$ cat config.mk
export PLATFORM = sky130hd
export DESIGN_NAME = sram_port_arbiter
export DESIGN_NICKNAME = d
export VERILOG_FILES = /design/src/rtl/sram_port_arbiter.sv
export SDC_FILE = /design/constraint.sdc
export NUM_CORES = 1
export LEC_CHECK = 0
export CAP_MARGIN = 25
export CORE_MARGIN = 5
export CORE_UTILIZATION = 49
export CTS_CLUSTER_SIZE = 20
export DETAILED_ROUTE_END_ITERATION = 8
export GPL_TIMING_DRIVEN = 0
export MAX_ROUTING_LAYER = met4
export PLACE_DENSITY_LB_ADDON = 0.2
export RECOVER_POWER = 100
export SYNTH_ARGS = -nofsm -noshare
export SYNTH_HDL_FRONTEND = slang
export SYNTH_SLANG_ARGS = --single-unit
$ cat constraint.sdc
create_clock -name clk -period 3.16 [get_ports clk]
set_input_delay 0.474 -clock clk [delete_from_list [all_inputs] [get_ports clk]]
set_output_delay 0.474 -clock clk [all_outputs]
set_load 0.02 [all_outputs]
$ cat src/rtl/sram_port_arbiter.sv
// Four-port request arbiter in front of the SRAM controller's 4-to-1 mux, with an acknowledge timeout guard.
// Optional macro SRAM_ARB_ROUND_ROBIN_EN: circular priority from a pointer; otherwise fixed priority (port 0 highest).
module sram_port_arbiter #(
  parameter int TIMEOUT_CYCLES = 255
) (
  input  logic       clk,
  input  logic       rst_n,
  input  logic [3:0] req_i,
  input  logic       mem_ack_i,
  output logic [1:0] select,
  output logic       mem_req_o,
  output logic [3:0] grant_o,
  output logic       busy_o,
  output logic       timeout_o
);

  localparam int CW         = (TIMEOUT_CYCLES > 0) ? $clog2(TIMEOUT_CYCLES + 1) : 1;
  localparam int TMO_LAST_I = (TIMEOUT_CYCLES > 0) ? TIMEOUT_CYCLES - 1 : 0;
  localparam logic [CW-1:0] TMO_LAST = CW'(TMO_LAST_I);
  localparam bit TMO_EN = (TIMEOUT_CYCLES != 0);

  typedef enum logic [1:0] {
    ST_IDLE = 2'd0,
    ST_REQ  = 2'd1,
    ST_DONE = 2'd2
  } state_t;

  state_t          state_r;
  logic [1:0]      select_r;
  logic            mem_req_r;
  logic [3:0]      grant_r;
  logic            busy_r;
  logic            timeout_r;
  logic [CW-1:0]   cnt_r;
  logic [1:0]      winner_s;

  // Offset of the lowest-index asserted bit; callers rotate the vector first.
  function automatic logic [1:0] first_set(input logic [3:0] v);
    logic [1:0] off;
    casez (v)
      4'b???1: off = 2'd0;
      4'b??10: off = 2'd1;
      4'b?100: off = 2'd2;
      4'b1000: off = 2'd3;
      default: off = 2'd0;
    endcase
    return off;
  endfunction

`ifdef SRAM_ARB_ROUND_ROBIN_EN
  logic [1:0] ptr_r;
  logic [7:0] rot_s;

  // Rotate requests so the pointer's port sits at bit 0, then add the pointer back.
  always_comb begin
    rot_s    = {req_i, req_i} >> ptr_r;
    winner_s = ptr_r + first_set(rot_s[3:0]);
  end

  // Priority pointer advances past the port that just completed.
  always_ff @(posedge clk) begin
    if (!rst_n) begin
      ptr_r <= 2'd0;
    end else if (state_r == ST_DONE) begin
      ptr_r <= select_r + 2'd1;
    end else begin
      ptr_r <= ptr_r;
    end
  end
`else
  // Fixed priority: port 0 highest.
  always_comb begin
    winner_s = first_set(req_i);
  end
`endif

  // Main FSM; every output is a register updated on the transition into its state.
  always_ff @(posedge clk) begin
    if (!rst_n) begin
      state_r   <= ST_IDLE;
      select_r  <= 2'd0;
      mem_req_r <= 1'b0;
      grant_r   <= 4'd0;
      busy_r    <= 1'b0;
      timeout_r <= 1'b0;
      cnt_r     <= '0;
    end else begin
      case (state_r)
        ST_IDLE: begin
          if (req_i != 4'd0) begin
            select_r  <= winner_s;
            mem_req_r <= 1'b1;
            busy_r    <= 1'b1;
            cnt_r     <= '0;
            state_r   <= ST_REQ;
          end else begin
            state_r   <= ST_IDLE;
          end
        end
        ST_REQ: begin
          // Acknowledge wins over a timeout landing in the same cycle.
          if (mem_ack_i) begin
            mem_req_r <= 1'b0;
            grant_r   <= 4'd1 << select_r;
            timeout_r <= 1'b0;
            state_r   <= ST_DONE;
          end else if (TMO_EN && (cnt_r == TMO_LAST)) begin
            mem_req_r <= 1'b0;
            grant_r   <= 4'd1 << select_r;
            timeout_r <= 1'b1;
            state_r   <= ST_DONE;
          end else begin
            cnt_r     <= TMO_EN ? cnt_r + 1'b1 : cnt_r;
          end
        end
        ST_DONE: begin
          grant_r   <= 4'd0;
          timeout_r <= 1'b0;
          busy_r    <= 1'b0;
          state_r   <= ST_IDLE;
        end
        default: begin
          state_r   <= ST_IDLE;
          mem_req_r <= 1'b0;
          grant_r   <= 4'd0;
          busy_r    <= 1'b0;
          timeout_r <= 1'b0;
          cnt_r     <= '0;
        end
      endcase
    end
  end

  assign select    = select_r;
  assign mem_req_o = mem_req_r;
  assign grant_o   = grant_r;
  assign busy_o    = busy_r;
  assign timeout_o = timeout_r;

endmodule

## Word-level counts from Yosys, hierarchy flattened

Index checks and enable logic that the tools add are counted.
W data, S select, Z words.

- Reduce and logical (&&, ||, !) cells: 7
- Multiplexer cells: 20
- $mul: 0
- Shift-type cells: 1
- Magnitude comparators: 0
- Bitwise operators: 3
- Add/sub/neg operators: 1
- Div/mod/pow operators: 0
- Equality and inequality tests: 10

Operators with widths:

| cell | count |
|---|---|
| $mux W8 | 3 |
| $pmux W8 S3 | 1 |
| $add A8 B1 Y8 const B | 1 |
| $eq A8 B8 Y1 const B | 1 |
| $mux W4 | 2 |
| $pmux W4 S2 | 1 |
| $mux W1 | 6 |
| $ne A2 B2 Y1 const B | 3 |
| $pmux W2 S3 | 1 |
| $reduce_and A2 Y1 | 3 |
| $eq A2 B2 Y1 const B | 2 |
| $eq A4 B4 Y1 const B | 1 |
| $mux W2 | 2 |
| $pmux W1 S2 | 2 |
| $pmux W2 S2 | 1 |
| $reduce_and A4 Y1 | 1 |
| $reduce_bool A4 Y1 | 1 |
| $shl A1 B2 Y4 const A | 1 |
| $eq A3 B3 Y1 const B | 1 |
| $ne A3 B3 Y1 const B | 1 |
| $not A1 Y1 | 3 |
| $pmux W1 S3 | 1 |
| $reduce_and A3 Y1 | 1 |
| $eq A2 B1 Y1 const B | 1 |
| $logic_not A2 Y1 | 1 |

- Memories kept: 0
- Memory bits (writable): 0
- Output and inout port bits: 9
- Logic and storage cells: 49
- Bits in registers: 19
- ROM bits: 0
- Bits of input ports: 7
- Bits in latches: 0

## Longest topological paths before layout

- Depth after elaboration: 4
- Gate-level depth with buffers: 6
- Depth with buffers taken out: 6

## Worst setup path before layout

OpenSTA, ideal clock, no wires.

- Path type: register -> register
- Start: reg cnt_r[0]
- End: reg cnt_r[7]
- Buffers on the path: 0
- Period minus slack after synthesis: 1,752 ps
- Stages on the path, launching flop included: 7
- Path slack: 1,408 ps
- Required time: 3,086 ps
- Arrival: 1,678 ps
- Library setup time: 74 ps
- Cell sequence: dfxtp_1 > inv_1 > ha_1 > and3_1 > a21o_1 > or4_1 > a31oi_1

- Cells in the longest elaborated chain, start to end: 4
- Elaborated cells on any way between the ends: 7
- Those cells by class: add/sub: 1; eq/ne: 2; mux: 3; reduce/logical: 1

Ends and longest elaborated chain:

| element | RTL line | source |
|---|---|---|
| start, declared | 34 | `logic [CW-1:0] cnt_r;` |
| start signal, assigned | 113 | `cnt_r <= TMO_EN ? cnt_r + 1'b1 : cnt_r;` |
| $add A8 B1 Y8 | 113 |  |
| $mux W8 | 107 | `end else if (TMO_EN && (cnt_r == TMO_LAST)) begin` |
| $mux W8 | 102 | `if (mem_ack_i) begin` |
| $pmux W8 S3 | 88 | `case (state_r)` |

Several ways; a longest one is shown, not always the timed one. The select of a mux whose other input is x is not followed.
A chain may end at the register's enable or synchronous reset.

## Worst setup path after layout

- Start: in req_i[2]
- End: reg cnt_r[7]

- Cells in the longest elaborated chain, start to end: 3

Ends and longest elaborated chain:

| element | RTL line | source |
|---|---|---|
| start, declared | 8 | `input logic [3:0] req_i,` |
| $reduce_bool A4 Y1 | 90 | `if (req_i != 4'd0) begin` |
| $ne A2 B2 Y1 (no source line) | n/a |  |
| $reduce_and A4 Y1 (no source line) | n/a |  |

No other way between the ends.

==> results.ini <==
[critical_path]
crit_chain = dlygate4sd3_1, nor4_1, nor2_1, or4b_2, a31oi_1
worst-r2r-setup-slack_ns = 1.09
crit_family = simple AND/OR/NAND/NOR gates
crit_path_start = req_i[2]
crit_path_max_fanout = 3
worstReg2RegEnd = cnt_r[5]
crit_type = input port to register
crit_path_top_delay_cell = or4b_2
cp-end-kind = register
r2r_cells = 6
reg2reg_from = cnt_r[0]
slowest_delay_ns = 0.64
cp-start-kind = input port
critPathRequiredTime_ns = 3.38
arrival_ns = 2.41
cp_num_buf_inv = 1

[timing]
clock.fmax_ghz = 0.4583
final.setup_skew_ns = 0.005699
rsz0062_at_grt = no
period_share = 0.6905
fin_tns_setup_ns = 0
setup_viol = 0
tightestPinTransition_ns = 0.5957
timing.final.crit_period_ns = 2.182
max_slew_margin = 0.6029
hold_viol_final = 0
slew_viol_final = 0

[run_status]
status = finished, final reports clean

[logic_synthesis]
yosysTopAreaCell = dfxtp_1
ys_seq_area_frac = 0.4011
synth_fp_nets = 117
synth_area_leaders = dfxtp_1 40%, a21oi_1 4.7%, nand2_1 4.7%
synth_top_cell_area_share = 0.4011
syn_area_um2 = 948.4
synth_seq_cells = 19
synth_area_per_cell_um2 = 8.782
netlist_instances = 108
synth.distinct_cells = 34
yosysWarnings = 0

[min_path]
hold_path_depth = 2
min-delay-start = grant_o[3]
hold_end = grant_o[3]
hp-class = register to register

[global_routing]
grt_max_degree = 11
grt_usage = 0.1682
use_met1 = 0.1930
grt_antenna_before_repair = 0
grt_pass1_vias = 806
grt_util_met2 = 0.2883
grt-ovfl-total = 0
grt-busiest-layer = met2
grt_pass1_wl_um = 3436
grtUsageMet3 = 0.03324

[cts]
cts_buffers = 3
cts_resized = 0
clock_sink_count = 19
cts_tree = yes
cts_hold_buf = 0
worstSkewPairLatency_ns = 0.30
cts_buffer_depth = 2
clockRootBuffer = clkbuf_4
path_clk_slew_ns = 0.11
htreeDepth = 1
post-cts-setup-buffer-count = 0

[power_and_ir_drop]
power.density_mw_per_mm2 = 406.8
clockPowerShare = 0.261
leakagePower_nw = 0.4509
ir_drop_uv = 266.9
swShare = 0.2799
power_switching_mw = 0.1308
power_frac_seq = 0.554
internal-power_mw = 0.3365
p_comb_frac = 0.186

[layout]
fillers = 174
num_antenna_cells = 0
finalNetCount = 136
layout_commonest_cell = dfxtp_1
area_growth_pct = 21.11
drive_gt1_frac = 0.06349
final_cell_mix = 19 x dfxtp_1, 12 x nand2_1, 10 x dlygate4sd3_1
final_util = 0.6039

[die]
ios = 16
start_util = 0.4987
die_w_um = 54.00
rows = 16
core-area_mm2 = 0.001902
die_h_um = 54.00
die_area_mm2 = 0.002915

[route]
drt_pass1_iterations = 4
drt_wl_total_um = 2146
vias = 877
avgRoutedWirePerCell_um = 14.03
drt.antenna.violating_nets = 0
drtIter0Drc = 23
route.detailed.drc = 0
routed_via_density = 5.732

[placement]
gp_congestion = 0.8525
hpwl_um = 1549
port_buffers = 14

[job]
maxCapViolations = 0

==> worst max-delay path by stage <==
| stage | to | slack, ns | depth (start not counted) |
|---|---|---|---|
| final | cnt_r[7] | 0.98 | 5 |
| after global routing | cnt_r[7] | 0.89 | 5 |
| after CTS | cnt_r[7] | 1.04 | 5 |
| after detailed placement | cnt_r[7] | 0.78 | 5 |
| after global placement | cnt_r[7] | 0.82 | 5 |
| after floorplan | cnt_r[7] | 1.41 | 6 |
==> flip-flops by register name (all words and copies together) (netlist names) <==
register and count:
cnt_r 8, busy_o 1, select 2, grant_o 4, state_r 2, mem_req_o 1, timeout_o 1
==> cell families (layout without fill, tap and decap cells) <==
family                     count (synthesis)  in the layout  synth area share
buffers and inverters                     10             28           0.04880
adders and majority gates                  2              2           0.02638
muxes                                      4              4           0.04222
and+or+nand+nor                           39             39            0.2375
AOI/OAI and AO/OA                         34             34            0.2441
DFF                                       19             19            0.4011
==> cells in the mapped netlist <==
cell type,instances
nand2b_1,2
clkbuf_1,4
nand4b_1,3
dfxtp_1,19
o211a_1,1
nor2_1,3
or4b_2,1
a21oi_1,9
a311oi_1,3
nor2b_1,1
nand4_1,1
and4_1,1
or2b_1,1
o32ai_1,1
o21ai_0,6
buf_2,1
or3b_4,1
mux2i_1,4
and3_1,3
nor4_1,2
a21o_1,2
a221oi_1,1
inv_1,4
ha_1,2
buf_6,1
o21a_1,2
a31oi_1,3
or3_1,1
nand2_1,12
a41oi_1,4
or4_1,3
nand3_1,4
o21ba_2,1
a2111oi_0,1
==> through the flow <==
stage               total power, mW  instance area (um2)  hold slack, ns  setup slack, ns  instances
finish                       0.4673                 1149          0.4613           0.9779        153
global route                 0.4946                 1149          0.5073           0.8863        153
CTS                          0.4752                 1149          0.4695            1.044        153
detailed placement           0.3543                 1122          0.4540           0.7781        149
global placement             0.3519                 1122          0.4432           0.8213        149
floorplan                    0.3190                948.4          0.4749            1.408        108
==> tightest hold or removal path, delay by kind of cell, from the launching register on <==
family        cells  cell delay [ns]
flops             1             0.32
mux               1             0.05
simple gates      1             0.05
==> metal layers <==
metal  share of wire  up-vias  routed length [um]
li1                -      447                   -
met1            0.49      396                1041
met2            0.45       27                 974
met3           0.044        7                  94
met4           0.017        0                  36
met5               0        -                   0
==> layout make-up <==
class / instances / area [um2] / share of cell area
Tap cell: 27 / 33.78 / 0.02941
Buffer: 6 / 31.28 / 0.02723
Sequential cell: 19 / 380.4 / 0.3312
Timing Repair Buffer: 14 / 140.1 / 0.1220
Inverter: 4 / 15.01 / 0.01307
Clock buffer: 4 / 26.28 / 0.02288
Multi-Input combinational cell: 79 / 521.8 / 0.4542
==> power groups by stage <==
| stage | clock (mW) | combinational (mW) | sequential [mW] |
|---|---|---|---|
| after CTS | 0.126 | 0.0903 | 0.259 |
| after global routing | 0.138 | 0.0966 | 0.260 |
| after detailed placement | 0 | 0.0898 | 0.265 |
| final | 0.122 | 0.0867 | 0.259 |
| after floorplan | 0 | 0.0481 | 0.271 |
| after global placement | 0 | 0.0879 | 0.264 |
(Power assumes the default switching activity.)
==> patch (same settings) <==
Put one more register stage on the output `timeout_o`, without a reset. The value now appears one clock later. The other outputs are not delayed to match.
--- a/src/rtl/sram_port_arbiter.sv
+++ b/src/rtl/sram_port_arbiter.sv
@@ -135,7 +135,9 @@
   assign mem_req_o = mem_req_r;
   assign grant_o   = grant_r;
   assign busy_o    = busy_r;
-  assign timeout_o = timeout_r;
+  always_ff @(posedge clk) begin
+    timeout_o <= timeout_r;
+  end
 
 endmodule
 
Function: same outputs for any inputs over 10 cycles, from zero or initial values and one cycle with rst_n low; that may be too few to reach the edited logic, so the function may still have changed.
==> patch against the unedited design <==
  * Synthesized area increased by 4.0%
  * Final cell count unchanged
  * Register-to-register slack about the same
  * Routed wire length increased by 3.5%
  * Design area increased by 5.0%
  * Critical path depth unchanged
  * Critical endpoint unchanged
  * Sequential cell count increased by 1
  * Power increased by 22%
  * Via count increased by 3.1%
  * Die area increased by 3.2%
  * Worst setup slack improved by 0.041 ns
==> patch: results (changes against the unedited design) <==
outcome finished clean; final weighted congestion of routability-driven global placement 0.833 (-2.3%); number of global-route vias before repair 779 (-3.3%); wire length of the first global-routing pass 3500 um (+1.8%); proportion of layout cells with a drive suffix above 1 12.7% (+6.3 points); H-tree depth reported by CTS 1 (unchanged); critical register-to-register path endpoint cnt_r[7]$_SDFFE_PN0P_; largest net degree at the start of global routing 13 (+2); worst min-delay path class reg -> reg; IR drop worst, VDD 0.000278 V (+4.2%); slew margin rel. 66.9% (+6.6 points); Worst EP arrival 2.38 ns (-0.03 ns); aggregate global-route resource usage 16.8% (-0.041 points); hold_sp timeout_r$_SDFFE_PN0P_; Post-DP HPWL 1610 um (+4.2%); number of vias after detailed routing 904 (+3.1%); number of cells on the worst hold path 0 (-2); CTS max path bufs 2 (unchanged); main area contributors after synthesis sky130_fd_sc_hd__dfxtp_1 (41%), sky130_fd_sc_hd__nand2_1 (4.2%), sky130_fd_sc_hd__a21oi_1 (4.1%), sky130_fd_sc_hd__mux2i_1 (4.1%), sky130_fd_sc_hd__a41oi_1 (2.7%); clock slew at reported path FFs 0.12 ns; Fillers 190 (+9.2%); Distinct cells, synth 41 (+21%); synthesized-area fraction occupied by adder cells 2.54% (-0.10 points); xor-xnor portion of the synthesized cell area 0% (unchanged); final worst hold slack 0.368 ns (-0.0931 ns); Post-Route M1 WL 1030 um (-0.96%); sequential-to-total area share from yosys stat 40.6% (+0.50 points); met2 wire length 1100 um (+13%); Vias per Instance 5.91 (+3.1%); Worst Setup SP req_i[1]; Synth Instances 108 (unchanged); Compound-Gate Fraction of Synth Area 25.3% (+0.85 points); achievable clock frequency 467 MHz (+1.9%); multiplexer share of the synthesized area 4.06% (-0.16 points); Hold Path End timeout_o$_DFF_P_; Leakage Power 0.000488 uW (+8.3%); placed cell areas 1160 um2 (+3.3%); most common library cells after synthesis sky130_fd_sc_hd__dfxtp_1 (20), sky130_fd_sc_hd__nand2_1 (11), sky130_fd_sc_hd__a21oi_1 (8); pre-CTS setup slack 0.914 ns (+0.136 ns); Post-Route Skew 0.0135 ns (+0.00775 ns); WL met3 77 um (-18%); Initial DRC Count 17 (-26%); routed len/inst 14.5 um (+3.5%)
-- patch: cell count changes after synthesis, sizes merged, moves of 2 or more --
cell	unedited run	this run
nand2b	2	4
nor2	3	5
o221a	0	2
or4	3	1
-- patch: area by class of cell --
| class | instances | area (um2) | area share [%] |
|---|---|---|---|
| plain buffers | 5 | 27.5 | 2.28 |
| clock buffers | 3 | 22.5 | 1.87 |
| clock inverters | 1 | 30.0 | 2.49 |
| inverters | 4 | 15.0 | 1.24 |
| multi-input cells | 79 | 537 | 44.5 |
| flip-flops and latches | 20 | 400 | 33.2 |
| well taps | 27 | 33.8 | 2.80 |
| repair buffers | 14 | 140 | 11.6 |
-- patch: power by group --
group / switching (uW) / total (uW) / internal (uW)
Combinational: 52.3 / 89.4 / 37.1
Clock: 80.1 / 208 / 128
Sequential: 8.93 / 272 / 263
Total: 141 / 570 / 428
